===== src/rtl/pro_pkg.sv =====
// Shared widths, neutral pixel and FSM state type for the FCL sequencer.
package pro_pkg;

  localparam int unsigned PRO_WIDTH    = 8;
  localparam int unsigned PRO_PARALLEL = 4;
  localparam int unsigned ACC_WIDTH    = 16;
  localparam int unsigned PRO_CH_CNT   = 16;

  // Pixel value that contributes nothing to a PE accumulator for any weight.
  localparam logic [PRO_WIDTH-1:0] PRO_NEUTRAL_PIX = '0;

  typedef enum logic [2:0] {
    StIdle,
    StAcc,
    StDrain,
    StCapt,
    StOut
  } pro_state_e;

endpackage


===== src/rtl/pro_fcl_capt.sv =====
// Result capture: registers PE results, binarizes them by sign and runs the
// output valid/ready handshake.
module pro_fcl_capt #(
  parameter int unsigned PRO_WIDTH    = pro_pkg::PRO_WIDTH,
  parameter int unsigned PRO_PARALLEL = pro_pkg::PRO_PARALLEL
) (
  input  logic                              clk,
  input  logic                              rst_n,
  input  logic                              i_capt,
  input  logic [PRO_PARALLEL*PRO_WIDTH-1:0] i_fcl_output,
  input  logic                              i_out_ready,
  output logic                              o_out_valid,
  output logic [PRO_PARALLEL*PRO_WIDTH-1:0] o_out_sum,
  output logic [PRO_PARALLEL-1:0]           o_out_bits,
  output logic                              o_done
);
  import pro_pkg::*;

  logic                              r_valid;
  logic                              r_done;
  logic [PRO_PARALLEL*PRO_WIDTH-1:0] r_sum;
  logic [PRO_PARALLEL-1:0]           r_bits;
  logic [PRO_PARALLEL-1:0]           w_bits;

  // Sign binarization: non-negative results map to 1.
  always_comb begin
    w_bits = '0;
    for (int i = 0; i < PRO_PARALLEL; i++) begin
      w_bits[i] = ~i_fcl_output[i*PRO_WIDTH + PRO_WIDTH - 1];
    end
  end

  // Capture on the CAPT cycle, hold until accepted, pulse done after acceptance.
  always_ff @(posedge clk or negedge rst_n) begin
    if (!rst_n) begin
      r_valid <= 1'b0;
      r_done  <= 1'b0;
      r_sum   <= '0;
      r_bits  <= '0;
    end else begin
      r_done <= 1'b0;
      if (i_capt) begin
        r_sum   <= i_fcl_output;
        r_bits  <= w_bits;
        r_valid <= 1'b1;
      end else if (r_valid && i_out_ready) begin
        r_valid <= 1'b0;
        r_done  <= 1'b1;
      end
    end
  end

  assign o_out_valid = r_valid;
  assign o_out_sum   = r_sum;
  assign o_out_bits  = r_bits;
  assign o_done      = r_done;

endmodule


===== src/rtl/pro_fcl_seq.sv =====
// FCL sequencer: streams one neuron group of pixel/weight beats into the PE
// array, drains the pipeline, then hands the captured results out.
module pro_fcl_seq #(
  parameter int unsigned PRO_WIDTH    = pro_pkg::PRO_WIDTH,
  parameter int unsigned PRO_PARALLEL = pro_pkg::PRO_PARALLEL,
  parameter int unsigned ACC_WIDTH    = pro_pkg::ACC_WIDTH
) (
  input  logic                              clk,
  input  logic                              rst_n,
  input  logic                              i_start,
  input  logic [15:0]                       i_n_pix,
  input  logic [$clog2(ACC_WIDTH)-1:0]      i_shift_cfg,
  input  logic                              i_in_valid,
  output logic                              o_in_ready,
  input  logic [PRO_WIDTH-1:0]              i_in_pix,
  input  logic [PRO_PARALLEL-1:0]           i_in_w,
  output logic [PRO_WIDTH-1:0]              o_fcl_input,
  output logic [PRO_PARALLEL-1:0]           o_fcl_w,
  output logic [$clog2(ACC_WIDTH)-1:0]      o_fcl_shift,
  output logic                              o_fcl_rst,
  input  logic [PRO_PARALLEL*PRO_WIDTH-1:0] i_fcl_output,
  output logic                              o_out_valid,
  input  logic                              i_out_ready,
  output logic [PRO_PARALLEL*PRO_WIDTH-1:0] o_out_sum,
  output logic [PRO_PARALLEL-1:0]           o_out_bits,
  output logic                              o_busy,
  output logic                              o_done
);
  import pro_pkg::*;

  localparam int unsigned SHIFT_W = $clog2(ACC_WIDTH);
  localparam logic [PRO_WIDTH-1:0] NEUTRAL_PIX = PRO_WIDTH'(PRO_NEUTRAL_PIX);

  pro_state_e             r_state;
  logic                   r_in_ready;
  logic [15:0]            r_cnt;
  logic [15:0]            r_n_pix;
  logic [SHIFT_W-1:0]     r_shift;
  logic [PRO_WIDTH-1:0]   r_fcl_input;
  logic [PRO_PARALLEL-1:0] r_fcl_w;
  logic                   r_fcl_rst;
  logic                   w_beat;
  logic                   w_capt;
  logic                   w_out_valid;

  assign w_beat = i_in_valid & r_in_ready;
  assign w_capt = (r_state == StCapt);

  // Sequencer FSM; PE drive signals default to a zero-contribution bubble and
  // are computed for the state being entered.
  always_ff @(posedge clk or negedge rst_n) begin
    if (!rst_n) begin
      r_state     <= StIdle;
      r_in_ready  <= 1'b0;
      r_cnt       <= '0;
      r_n_pix     <= '0;
      r_shift     <= '0;
      r_fcl_input <= NEUTRAL_PIX;
      r_fcl_w     <= '0;
      r_fcl_rst   <= 1'b0;
    end else begin
      r_fcl_input <= NEUTRAL_PIX;
      r_fcl_w     <= '1;
      r_fcl_rst   <= 1'b1;
      case (r_state)
        StIdle: begin
          if (i_start && (i_n_pix != 16'd0)) begin
            r_state    <= StAcc;
            r_n_pix    <= i_n_pix;
            r_shift    <= i_shift_cfg;
            r_cnt      <= '0;
            r_in_ready <= 1'b1;
          end else begin
            // Keep PE accumulators loading neutral data, i.e. cleared.
            r_fcl_w   <= '0;
            r_fcl_rst <= 1'b0;
          end
        end
        StAcc: begin
          if (w_beat) begin
            r_fcl_input <= i_in_pix;
            r_fcl_w     <= i_in_w;
            r_fcl_rst   <= (r_cnt != 16'd0);
            r_cnt       <= r_cnt + 16'd1;
            if (r_cnt == r_n_pix - 16'd1) begin
              r_state    <= StDrain;
              r_in_ready <= 1'b0;
            end
          end
        end
        StDrain: r_state <= StCapt;
        StCapt:  r_state <= StOut;
        StOut: begin
          if (w_out_valid && i_out_ready) begin
            r_state   <= StIdle;
            r_fcl_w   <= '0;
            r_fcl_rst <= 1'b0;
          end
        end
        default: r_state <= StIdle;
      endcase
    end
  end

  pro_fcl_capt #(
    .PRO_WIDTH    (PRO_WIDTH),
    .PRO_PARALLEL (PRO_PARALLEL)
  ) u_capt (
    .clk          (clk),
    .rst_n        (rst_n),
    .i_capt       (w_capt),
    .i_fcl_output (i_fcl_output),
    .i_out_ready  (i_out_ready),
    .o_out_valid  (w_out_valid),
    .o_out_sum    (o_out_sum),
    .o_out_bits   (o_out_bits),
    .o_done       (o_done)
  );

  assign o_in_ready  = r_in_ready;
  assign o_fcl_input = r_fcl_input;
  assign o_fcl_w     = r_fcl_w;
  assign o_fcl_shift = r_shift;
  assign o_fcl_rst   = r_fcl_rst;
  assign o_out_valid = w_out_valid;
  assign o_busy      = (r_state != StIdle);

endmodule


===== config.mk =====
export PLATFORM = sky130hd
export DESIGN_NAME = pro_fcl_seq
export DESIGN_NICKNAME = d
export VERILOG_FILES = /design/src/rtl/pro_pkg.sv /design/src/rtl/pro_fcl_capt.sv /design/src/rtl/pro_fcl_seq.sv
export SDC_FILE = /design/constraint.sdc
export NUM_CORES = 1
export LEC_CHECK = 0
export ABC_CLOCK_PERIOD_IN_PS = 5500
export CAP_MARGIN = 0
export CORE_ASPECT_RATIO = 0.9
export CORE_MARGIN = 5
export CORE_UTILIZATION = 38
export CTS_CLUSTER_DIAMETER = 30
export DETAILED_ROUTE_END_ITERATION = 7
export PLACE_DENSITY = 0.76
export SLEW_MARGIN = 20
export SYNTH_ARGS = -nofsm -noshare
export SYNTH_HDL_FRONTEND = slang
export SYNTH_SLANG_ARGS = --single-unit
export TNS_END_PERCENT = 20

===== constraint.sdc =====
create_clock -name clk -period 5.5 [get_ports clk]
set_input_delay 0.825 -clock clk [delete_from_list [all_inputs] [get_ports clk]]
set_output_delay 0.825 -clock clk [all_outputs]
set_load 0.02 [all_outputs]

# Word level (Yosys, flattened, before mapping)
# Cells that the tools add are included.
# word_totals
register_bits	91
inputBits	69
out_inout_bits	57
elab_cells	66
# op_classes
addsub	2
n_eq_ne	9
n_mux	26
n_bitwise	5
reduce_logical	12
# ops
operator	n
16-bit 2-to-1 mux	2
16-bit one-hot mux with 2 select lines	1
16-bit nonzero test	2
16-bit by 1-bit adder with 16-bit output, second input constant	1
16-bit equality test	1
8-bit 2-to-1 mux	2
16-bit by 1-bit subtractor with 16-bit output, second input constant	1
3-bit one-hot mux with 5 select lines	1
3-bit 2-to-1 mux	4
4-bit 2-to-1 mux	3
4-bit one-hot mux with 3 select lines	1
1-bit 2-to-1 mux	10
2-bit inequality test, second input constant	4
4-bit AND reduction	2
3-bit by 2-bit equality test with 1-bit output, second input constant	2
1-bit inverter	4
2-bit nonzero test	2
3-bit by 1-bit equality test with 1-bit output, second input constant	1
3-bit equality test, second input constant	1
3-bit logical NOT	1
1-bit one-hot mux with 3 select lines	1
3-bit AND reduction	1
3-bit nonzero test	1
1-bit logical AND	2
3 further kinds	3

# Depth between registers and ports, before layout
# Gate-level depths: netlist of run 1.
# logic_depth
ltp_word	5
ltp_mapped	9
ltp_nobuf	8

# Cells and area by module
# Synthesis of run 1 repeated with hierarchy kept, for this count alone.
# unflattened
hier_cells	361
area_unflattened_um2	4277.9
# modules_own_cells
module	n_inst	cells_each	area_per_inst_um2	seq_area_each_um2
pro_fcl_seq	1	275	2801.4	1326.3
pro_fcl_capt	1	86	1476.4	950.9

# Least setup slack after synthesis of run 1
# No wires, ideal clock.
# synth_timing
kind	reg2reg
start	register r_n_pix[0]
end	register r_in_ready (netlist: o_in_ready)
setup_time_ps	126
arrival_time_ps	2506
t_required_ps	5374
setup_slack_ps	2868
path_stages_with_launch	10
n_path_buf	1
synth_period_minus_slack_ps	2632
cell_sequence	dfrtp_1 inv_1 ha_1 buf_4 or4b_4 o41ai_4 xor2_1 a32oi_1 or4_4 o32a_1
# synth_between
elab_chain_len	4
# synth_rtl
element	line_no	source
from (decl)	pro_fcl_seq.sv:37	logic [15:0] r_n_pix;
from (signal assigned)	pro_fcl_seq.sv:69	r_n_pix <= i_n_pix;
16-bit by 1-bit subtractor with 16-bit output	pro_fcl_seq.sv:85	if (r_cnt == r_n_pix - 16'd1) begin
16-bit equality test	pro_fcl_seq.sv:85	
2-bit inequality test (no line)	--	
4-bit AND reduction (no line)	--	
to (signal assigned)	pro_fcl_seq.sv:54	r_in_ready <= 1'b0;
to (signal assigned)	pro_fcl_seq.sv:72	r_in_ready <= 1'b1;
to (signal assigned)	pro_fcl_seq.sv:87	r_in_ready <= 1'b0;
to (decl)	pro_fcl_seq.sv:35	logic r_in_ready;
# Every way passes these cells.
# A chain may end at the register's enable or synchronous reset.

# Final worst setup path of run 1
# layout_timing
start	input port i_n_pix[1]
end	register r_cnt[15]
# layout_between
elab_chain_len	4
# layout_rtl
element	line_no	source
from (decl)	pro_fcl_seq.sv:11	input logic [15:0] i_n_pix,
16-bit nonzero test	pro_fcl_seq.sv:67	if (i_start && (i_n_pix != 16'd0)) begin
1-bit logical AND	pro_fcl_seq.sv:67	
2-bit inequality test (no line)	--	
3-bit AND reduction (no line)	--	
to (signal assigned)	pro_fcl_seq.sv:84	r_cnt <= r_cnt + 16'd1;
to (decl)	pro_fcl_seq.sv:36	logic [15:0] r_cnt;
# Every way passes these cells.

==> flow_summary.toml, run 1 <==
[cts]
cts_hold_buf = 0
postCtsResizedCells = 0
htreeDepth = 3
cts_tree = "yes"
clk_pin_slew_ns = 0.07
clock_tree.buffer_depth = 2
post_cts_buffers = 0
numCtsBuffers = 9
cts.sinks = 91
cts_root_buf = "clkbuf_16"
clk_latency_ns = 0.34

[die]
start_util_pct = 39.0
rows = 36
die_y_microns = 110
core_area_sq_um = 10900
num_io_pins = 126
die_width_microns = 121
dieArea_sq_um = 13400

[worst_setup_path]
crit_arrival_ns = 3.64
required_ns = 5.68
critPathKind = "primary input to flop"
cp_slowest_stage_delay_ns = 0.89
start_kind = "primary input"
critPathMaxFanout = 30
cp-end-kind = "flop"
cp_slowest_cell = "nor4_1"
crit_chain = "clkdlybuf4s50_1 -> nor4_1 -> a41oi_4 -> o21ai_0 -> or4_1 -> xor2_1 -> nor2_1"

[global_route]
grt-ovfl-total = 0
track_usage_pct = 15.8
grt_max_degree = 92
grt_antenna_before_repair = 0
grt_pass1_wl_mm = 16.8
grt_pass1_vias = 3351

[cells_and_area]
antenna_cells = 0
area_delta_synth_final_pct = 39.9
nets = 562
finish.utilization_pct = 54.5
drive_gt1_share_pct = 15.6

[route]
wl_mm = 10.8
drt-initial-drc-count = 218
vias = 3320
routedWlPerCell_microns = 16.7
drtPass1Iterations = 4
drcViolationCount = 0
met1Wirelength_mm = 4.47
viasPerCell = 5.14
wl_met3_microns = 756
top_layer = "met4"
route.met2.wl_mm = 5.31
drtAntennaViolNets = 0

[synth]
synth_area_per_cell_sq_um = 11.5
synth_area_sq_um = 4250
seq_area_frac_synth_pct = 53.6
synthFlopType = "dfrtp_1"
postSynthCellCount = 368
ys_ff_latch = 91
yosys_warnings = 0
synth-edff-count = 0
post_synth_num_cell_types = 55
synthArstFlopShare_pct = 100
synth_nets = 440

[power]
powerDensity_nw_per_um2 = 352
vdd_drop_max_uv = 157
p_leak_nw = 2.41

[sta]
hold_viol_final = 0
tightestPinTransition_ns = 1.02
relSlewSlack_pct = 31.1
final.setup.tns_ns = 0
fin_worst_skew_ns = 0.00620
fmax_ghz = 0.289
grt_setup_unrepaired = "false"
drv_slew = 0
final_period_minus_worst_setup_slack_ns = 3.46
finalSetupViolCount = 0
min_period_over_period_pct = 62.9

[placed_design]
io_buffers = 125
routabilityCongestion = 0.823
hpwl_mm = 7.97

[status]
outcome = "finished, final reports clean"

[hold_path]
hold_class = "flop to flop"

[run]
cap_violations = 0
-- layout make-up --
cell class / count / area (sq um)
inverters: 7 / 26.3
clock inverters: 6 / 65.1
multi-input cells: 254 / 1890
flip-flops and latches: 91 / 2280
clock buffers: 9 / 225
fillers: 985 / 4960
repair buffers: 127 / 1270
well taps: 152 / 190
-- worst max-delay path: cells and delay by family --
kind,cells,cell delay (ns)
compound gates,2,1.10
xor+xnor,1,0.14
buf+inv,1,0.43
simple gates,3,1.14
-- layer usage --
layer | global-route usage (%) | vias to the layer above
met5 | 0 | -
met4 | 5.60 | 0
met3 | 4.29 | 21
met2 | 25.8 | 95
met1 | 20.5 | 1646
li1 | - | 1558
-- synthesized netlist by cell type (2+ instances only) --
cell type | number | area share [%]
dfrtp_1 | 91 | 54
mux2_2 | 50 | 13
nor2_1 | 26 | 2.3
nand2_1 | 24 | 2.1
o21ai_0 | 22 | 2.6
xnor2_1 | 16 | 3.3
clkbuf_1 | 14 | 1.2
xor2_1 | 12 | 2.5
a21oi_1 | 9 | 1.1
nor4_1 | 9 | 1.3
and2_1 | 8 | 1.2
inv_1 | 7 | 0.62
or3_1 | 6 | 0.88
nand3_1 | 5 | 0.59
nand4_1 | 5 | 0.74
nor2b_1 | 5 | 0.74
a31oi_1 | 4 | 0.59
nand2b_1 | 4 | 0.59
nor3_1 | 4 | 0.47
ha_1 | 3 | 0.88
o31ai_1 | 3 | 0.53
and3_1 | 2 | 0.29
nand4b_1 | 2 | 0.41
nor4b_1 | 2 | 0.41
o2111ai_1 | 2 | 0.41
or2_2 | 2 | 0.29
or4_1 | 2 | 0.35
or4b_1 | 2 | 0.47
-- per-stage QoR --
stage	instance area [sq um]	hold slack, ns	cells	worst slack [ns]	power [W]
after floorplan	4250	0.501	368	2.87	0.00125
after global placement	5650	0.463	631	1.83	0.00147
after detailed placement	5650	0.479	631	1.77	0.00149
after CTS	5940	0.494	646	2.11	0.00211
after global routing	5940	0.514	646	1.94	0.00219
final	5940	0.482	646	2.04	0.00209
-- sequential cells by signal (all words and copies together), names as in the netlist --
signal              flops
o_fcl_w                 4
u_capt.o_out_sum       32
r_n_pix                16
r_cnt                  16
u_capt.o_out_bits       4
o_fcl_input             8
r_state                 3
u_capt.o_out_valid      1
o_fcl_rst               1
o_in_ready              1
u_capt.o_done           1
o_fcl_shift             4
-- where the power goes --
group	leakage, nW	switching, W	internal [W]	total [W]
logic	1.17	0.000274	0.000306	0.000580
clock network	0.142	0.000256	0.000350	0.000606
registers	1.10	0.000135	0.000770	0.000905
-- worst paths after layout --
path | endpoint | slack (ns) | startpoint | cells past startpoint
setup reg to reg | o_in_ready | 2.53 | r_n_pix[0] | 8
min in group asynchronous | u_capt.o_out_sum[17] | 0.51 | rst_n | 1
setup / recovery | r_cnt[15] | 2.04 | i_n_pix[1] | 7
hold reg to reg | u_capt.o_out_bits[3] | 0.48 | u_capt.o_out_bits[3] | 2
hold / removal | u_capt.o_out_bits[3] | 0.48 | u_capt.o_out_bits[3] | 2
max in group asynchronous | r_n_pix[9] | 4.37 | rst_n | 1
-- layout by cell type (no fill, tap or decap), types with 12 or more instances in the layout --
| cell | instances |
|---|---|
| nand2_1 | 24 |
| xnor2_1 | 16 |
| dfrtp_1 | 91 |
| xor2_1 | 12 |
| nor2_1 | 26 |
| clkdlybuf4s50_1 | 124 |
| o21ai_0 | 22 |
| mux2_2 | 50 |
-- logic make-up (layout without fill, tap and decap cells) --
kind of cell,count (synthesis),count (layout),synth area share [%]
simple gates,119,119,15.7
buf+inv,23,149,2.15
flops,91,91,53.6
fa+ha+maj,3,3,0.884
compound gates,54,54,8.63
mux,50,50,13.3
xor+xnor,28,28,5.77
Note: power is estimated with default switching activity, not from simulation.
==> run 2, diff against run 1 <==
--- a/config.mk
+++ b/config.mk
@@ -5,7 +5,7 @@
 export SDC_FILE = /design/constraint.sdc
 export NUM_CORES = 1
 export LEC_CHECK = 0
-export ABC_CLOCK_PERIOD_IN_PS = 5500
+export ABC_CLOCK_PERIOD_IN_PS = 3300
 export CAP_MARGIN = 0
 export CORE_ASPECT_RATIO = 0.9
 export CORE_MARGIN = 5
==> constraint.sdc (replaced) <==
create_clock -name clk -period 3.3 [get_ports clk]
set_input_delay 0.495 -clock clk [delete_from_list [all_inputs] [get_ports clk]]
set_output_delay 0.495 -clock clk [all_outputs]
set_load 0.02 [all_outputs]
==> run 2 against run 1 <==
- sequential power increased by 66%
- clock power increased by 78%
- design area increased by 1.1%
- non-clock buffer count increased by 5
- global-route usage increased by 0.13 points
- sequential share of layout area decreased by 0.40 points
- cell count increased by 0.77%
- first-iteration DRC count increased by 18%
- via count increased by 0.69%
- worst setup slack got worse by 1.7 ns
- wire length decreased by 0.40%
==> flow_summary.toml, run 2 (synthesis gave the netlist of run 1 again) <==
[cts]
cts.sinks = 91
cts_tree = "yes"
clock_tree.buffer_depth = 2
clk_latency_ns = 0.34
cts_hold_buf = 0
htreeDepth = 3
cts_root_buf = "clkbuf_16"
postCtsResizedCells = 0
numCtsBuffers = 9
post_cts_buffers = 0
clk_pin_slew_ns = 0.06

[die]
start_util_pct = 39.0
dieArea_sq_um = 13400
num_io_pins = 126
die_width_microns = 121
core_area_sq_um = 10900
rows = 36
die_y_microns = 110

[cells_and_area]
final_cell_count_no_fill = 651
ff_latch_area_sq_um = 2280
largest_reg_flops = 32
antenna_cells = 0
final_common_cell = "clkdlybuf4s50_1"
final_cell_mix = "clkdlybuf4s50_1, dfrtp_1, mux2_2, nor2_1, nand2_1"
area_delta_synth_final_pct = 41.4
drive_gt1_share_pct = 16.4
nets = 567
multi_input_area_sq_um = 1890
nFillCells = 946

[worst_setup_path]
critPathMaxFanout = 9
required_ns = 3.52
critPathKind = "flop to flop"
regToRegSetupSlack_ns = 0.39
crit_arrival_ns = 3.13
cp-end-kind = "flop"
ff2ff_path_depth = 8
r2r_start = "r_n_pix[0]"
r2r_end = "o_in_ready"
start_kind = "flop"

[global_route]
grt_pass1_vias = 3400
grt_pass1_wl_mm = 16.8
grt_max_degree = 92
grt_antenna_before_repair = 0
track_usage_pct = 16.0
grt-ovfl-total = 0

[power]
fin_total_pwr_w = 0.00357
vdd_drop_max_uv = 303
powerDensity_nw_per_um2 = 594
p_leak_nw = 2.44

[route]
drtAntennaViolNets = 0
top_layer = "met4"
met1Wirelength_mm = 4.59
drcViolationCount = 0
vias = 3343
route.met2.wl_mm = 5.28
drt-initial-drc-count = 258
routedWlPerCell_microns = 16.5
wl_met3_microns = 733
drtPass1Iterations = 5
wl_mm = 10.7
viasPerCell = 5.14

[run]
cap_violations = 0

[status]
outcome = "finished, final reports clean"

[sta]
final.setup.tns_ns = 0
grt_setup_unrepaired = "false"
fin_worst_skew_ns = 0.00617
relSlewSlack_pct = 45.9
min_period_over_period_pct = 88.3
hold_viol_final = 0
fmax_ghz = 0.343
fin_ws_ns = 0.386
drv_slew = 0
finalSetupViolCount = 0
tightestPinTransition_ns = 0.811
final_period_minus_worst_setup_slack_ns = 2.91

[hold_path]
hold_class = "primary input to async pin"

[placed_design]
io_buffers = 125
place_inst = 636
hpwl_mm = 8.07
place_ws_ns = 0.385
routabilityCongestion = 0.839
-- run 2: cell count changes in the layout (fill, tap and decap cells not counted), sizes merged --
| cell | change |
|---|---|
| clkinv | -1 |
| bufinv | +1 |
| buf | +5 |
-- run 2: power by group --
| group | total [W] | switching [W] | internal, W |
|---|---|---|---|
| clock network | 0.00108 | 0.000417 | 0.000661 |
| registers | 0.00150 | 0.000220 | 0.00128 |
| logic | 0.000983 | 0.000467 | 0.000516 |
-- run 2: metrics by stage --
| stage | util, % | instance area (sq um) | hold slack, ns |
|---|---|---|---|
| after floorplan | - | 4250 | 0.199 |
| after global placement | 52.1 | 5680 | 0.463 |
| after detailed placement | 52.1 | 5680 | 0.474 |
| after CTS | 55.0 | 6000 | 0.426 |
| after global routing | 55.1 | 6000 | 0.301 |
| final | 55.1 | 6000 | 0.226 |
-- run 2: worst max path at each step --
stage	cells past startpoint	from	to	slack, ns
floorplan	9	r_n_pix[0]	o_in_ready	0.67
global placement	7	i_start	r_cnt[11]	0.43
detailed placement	7	i_start	r_cnt[9]	0.38
CTS	8	r_n_pix[0]	o_in_ready	0.40
global route	8	r_n_pix[0]	o_in_ready	0.25
finish	8	r_n_pix[0]	o_in_ready	0.39
-- run 2: final cells by class --
cell class | count | share of cell area [%]
Timing Repair Buffer | 132 | 21.7
Clock inverter | 6 | 1.50
Multi-Input combinational cell | 254 | 31.5
Inverter | 7 | 0.438
Tap cell | 152 | 3.17
Clock buffer | 9 | 3.75
Sequential cell | 91 | 37.9
-- run 2: critical path, stage by stage, from the launching register on --
cell     delay [ns]
dfrtp_1        0.42
inv_1          0.10
ha_1           0.34
or4b_4         0.56
o41ai_4        0.25
xor2_1         0.17
a32oi_1        0.07
or4_4          0.59
o32a_1         0.29
-- run 2: routing by layer --
metal | vias up | track usage, %
li1 | 1576 | -
met1 | 1664 | 20.6
met2 | 95 | 25.7
met3 | 8 | 5.36
met4 | 0 | 4.80
met5 | - | 0
==> run 3, diff against run 2 <==
--- a/config.mk
+++ b/config.mk
@@ -5,13 +5,14 @@
 export SDC_FILE = /design/constraint.sdc
 export NUM_CORES = 1
 export LEC_CHECK = 0
-export ABC_CLOCK_PERIOD_IN_PS = 3300
+export ABC_CLOCK_PERIOD_IN_PS = 3600
 export CAP_MARGIN = 0
 export CORE_ASPECT_RATIO = 0.9
 export CORE_MARGIN = 5
 export CORE_UTILIZATION = 38
 export CTS_CLUSTER_DIAMETER = 30
 export DETAILED_ROUTE_END_ITERATION = 7
+export HOLD_SLACK_MARGIN = 0.08
 export PLACE_DENSITY = 0.76
 export SLEW_MARGIN = 20
 export SYNTH_ARGS = -nofsm -noshare
==> constraint.sdc (replaced) <==
create_clock -name clk -period 3.6 [get_ports clk]
set_input_delay 0.54 -clock clk [delete_from_list [all_inputs] [get_ports clk]]
set_output_delay 0.54 -clock clk [all_outputs]
set_load 0.02 [all_outputs]
==> run 3 against run 2 <==
- design area about the same
- count of clock-buffer cells in the layout up 1
- critical path depth unchanged
- sequential share of layout area about the same
- combinational power down 8.9%
- non-clock buffer count unchanged
- die area unchanged
- worst setup slack better by 0.31 ns
- clock skew up 0.0014 ns
- maximum frequency up 0.40%
- power down 8.3%
- first-iteration DRC count down 15%
- largest power group unchanged
==> flow_summary.toml, run 3 (synthesis gave the netlist of run 1 again) <==
[status]
outcome = "finished, final reports clean"

[die]
core_area_sq_um = 10900
die_y_microns = 110
num_io_pins = 126
rows = 36
dieArea_sq_um = 13400
start_util_pct = 39.0
die_width_microns = 121

[cells_and_area]
area_delta_synth_final_pct = 41.4
final_cell_count_no_fill = 652
final_cell_mix = "clkdlybuf4s50_1, dfrtp_1, mux2_2, nor2_1, nand2_1"
drive_gt1_share_pct = 16.4
largest_reg_flops = 32
antenna_cells = 0
final_common_cell = "clkdlybuf4s50_1"
nets = 567

[placed_design]
io_buffers = 125
routabilityCongestion = 0.886
place_ws_ns = 0.495
place_inst = 636
hpwl_mm = 8.32

[route]
drcViolationCount = 0
drtAntennaViolNets = 0
drt-initial-drc-count = 219
viasPerCell = 5.09
routedWlPerCell_microns = 16.8
met1Wirelength_mm = 4.66
wl_mm = 11.0
drtPass1Iterations = 4
route.met2.wl_mm = 5.37
wl_met3_microns = 801
vias = 3318
top_layer = "met4"

[sta]
min_period_over_period_pct = 80.6
finalSetupViolCount = 0
drv_slew = 0
tightestPinTransition_ns = 1.07
fin_ws_ns = 0.698
final_period_minus_worst_setup_slack_ns = 2.90
grt_setup_unrepaired = "false"
fmax_ghz = 0.345
relSlewSlack_pct = 28.3
fin_worst_skew_ns = 0.00753
hold_viol_final = 0
final.setup.tns_ns = 0

[power]
powerDensity_nw_per_um2 = 544
p_leak_nw = 2.44
vdd_drop_max_uv = 284

[worst_setup_path]
required_ns = 3.82
r2r_end = "o_in_ready"
cp-end-kind = "flop"
critPathKind = "flop to flop"
r2r_start = "r_n_pix[0]"
critPathMaxFanout = 9
crit_arrival_ns = 3.12
ff2ff_path_depth = 8
regToRegSetupSlack_ns = 0.70
start_kind = "flop"

[global_route]
grt_pass1_wl_mm = 17.2
track_usage_pct = 16.5
grt_antenna_before_repair = 0
grt_max_degree = 92
grt-ovfl-total = 0
grt_pass1_vias = 3391

[hold_path]
hold_class = "primary input to async pin"

[cts]
cts.sinks = 91
post_cts_buffers = 0
clk_pin_slew_ns = 0.07
clock_tree.buffer_depth = 2
numCtsBuffers = 9
cts_root_buf = "clkbuf_16"
htreeDepth = 3
clk_latency_ns = 0.34
cts_hold_buf = 0
cts_tree = "yes"
postCtsResizedCells = 0

[run]
cap_violations = 0
==> run 3: changes by cell type in the layout (fill, tap and decap cells not counted), sizes merged <==
cell / previous run / this run
clkinv: 2 / 1
clkbuf: 9 / 10
clkinvlp: 1 / 2
==> run 3: stage by stage <==
stage	cell area [sq um]	util, %	total power (W)	hold WS, ns
3_5_place_dp	5680	52.1	0.00229	0.473
2_1_floorplan	4250	-	0.00191	0.244
3_3_place_gp	5680	52.1	0.00226	0.464
6_report	6010	55.1	0.00327	0.273
4_1_cts	6000	55.1	0.00330	0.472
5_1_grt	6010	55.1	0.00345	0.356
==> run 3: worst max path at each step <==
stage                           from    endpoint  slack, ns  depth (start not counted)
after global placement    i_n_pix[1]   r_cnt[11]       0.59                          7
after CTS                 r_n_pix[0]  o_in_ready       0.71                          8
final                     r_n_pix[0]  o_in_ready       0.70                          8
after detailed placement  i_n_pix[1]    r_cnt[9]       0.50                          7
after global routing      r_n_pix[0]  o_in_ready       0.58                          8
after floorplan           r_n_pix[0]  o_in_ready       0.97                          9
==> run 3: report_power, final <==
| part | switching, W | internal, W |
|---|---|---|
| sequential | 0.000205 | 0.00118 |
| combinational | 0.000424 | 0.000471 |
| clock | 0.000383 | 0.000609 |
==> run 3: per-layer routing <==
layer | vias to the layer above | track usage, %
met1 | 1630 | 22.0
li1 | 1571 | -
met5 | - | 0
met2 | 106 | 26.7
met4 | 0 | 4.08
met3 | 11 | 4.90
==> run 3: cell type report <==
class | instances | area, sq um
Inverter | 7 | 26.3
Timing Repair Buffer | 132 | 1310
Fill cell | 966 | 4890
Sequential cell | 91 | 2280
Clock inverter | 6 | 88.8
Clock buffer | 10 | 229
Tap cell | 152 | 190
Multi-Input combinational cell | 254 | 1890
==> run 3: worst max-delay path: stages (launching register included) <==
cell and delay, ns:
dfrtp_1 0.44, inv_1 0.09, ha_1 0.33, or4b_4 0.57, o41ai_4 0.24, xor2_1 0.18
a32oi_1 0.07, or4_4 0.57, o32a_1 0.29
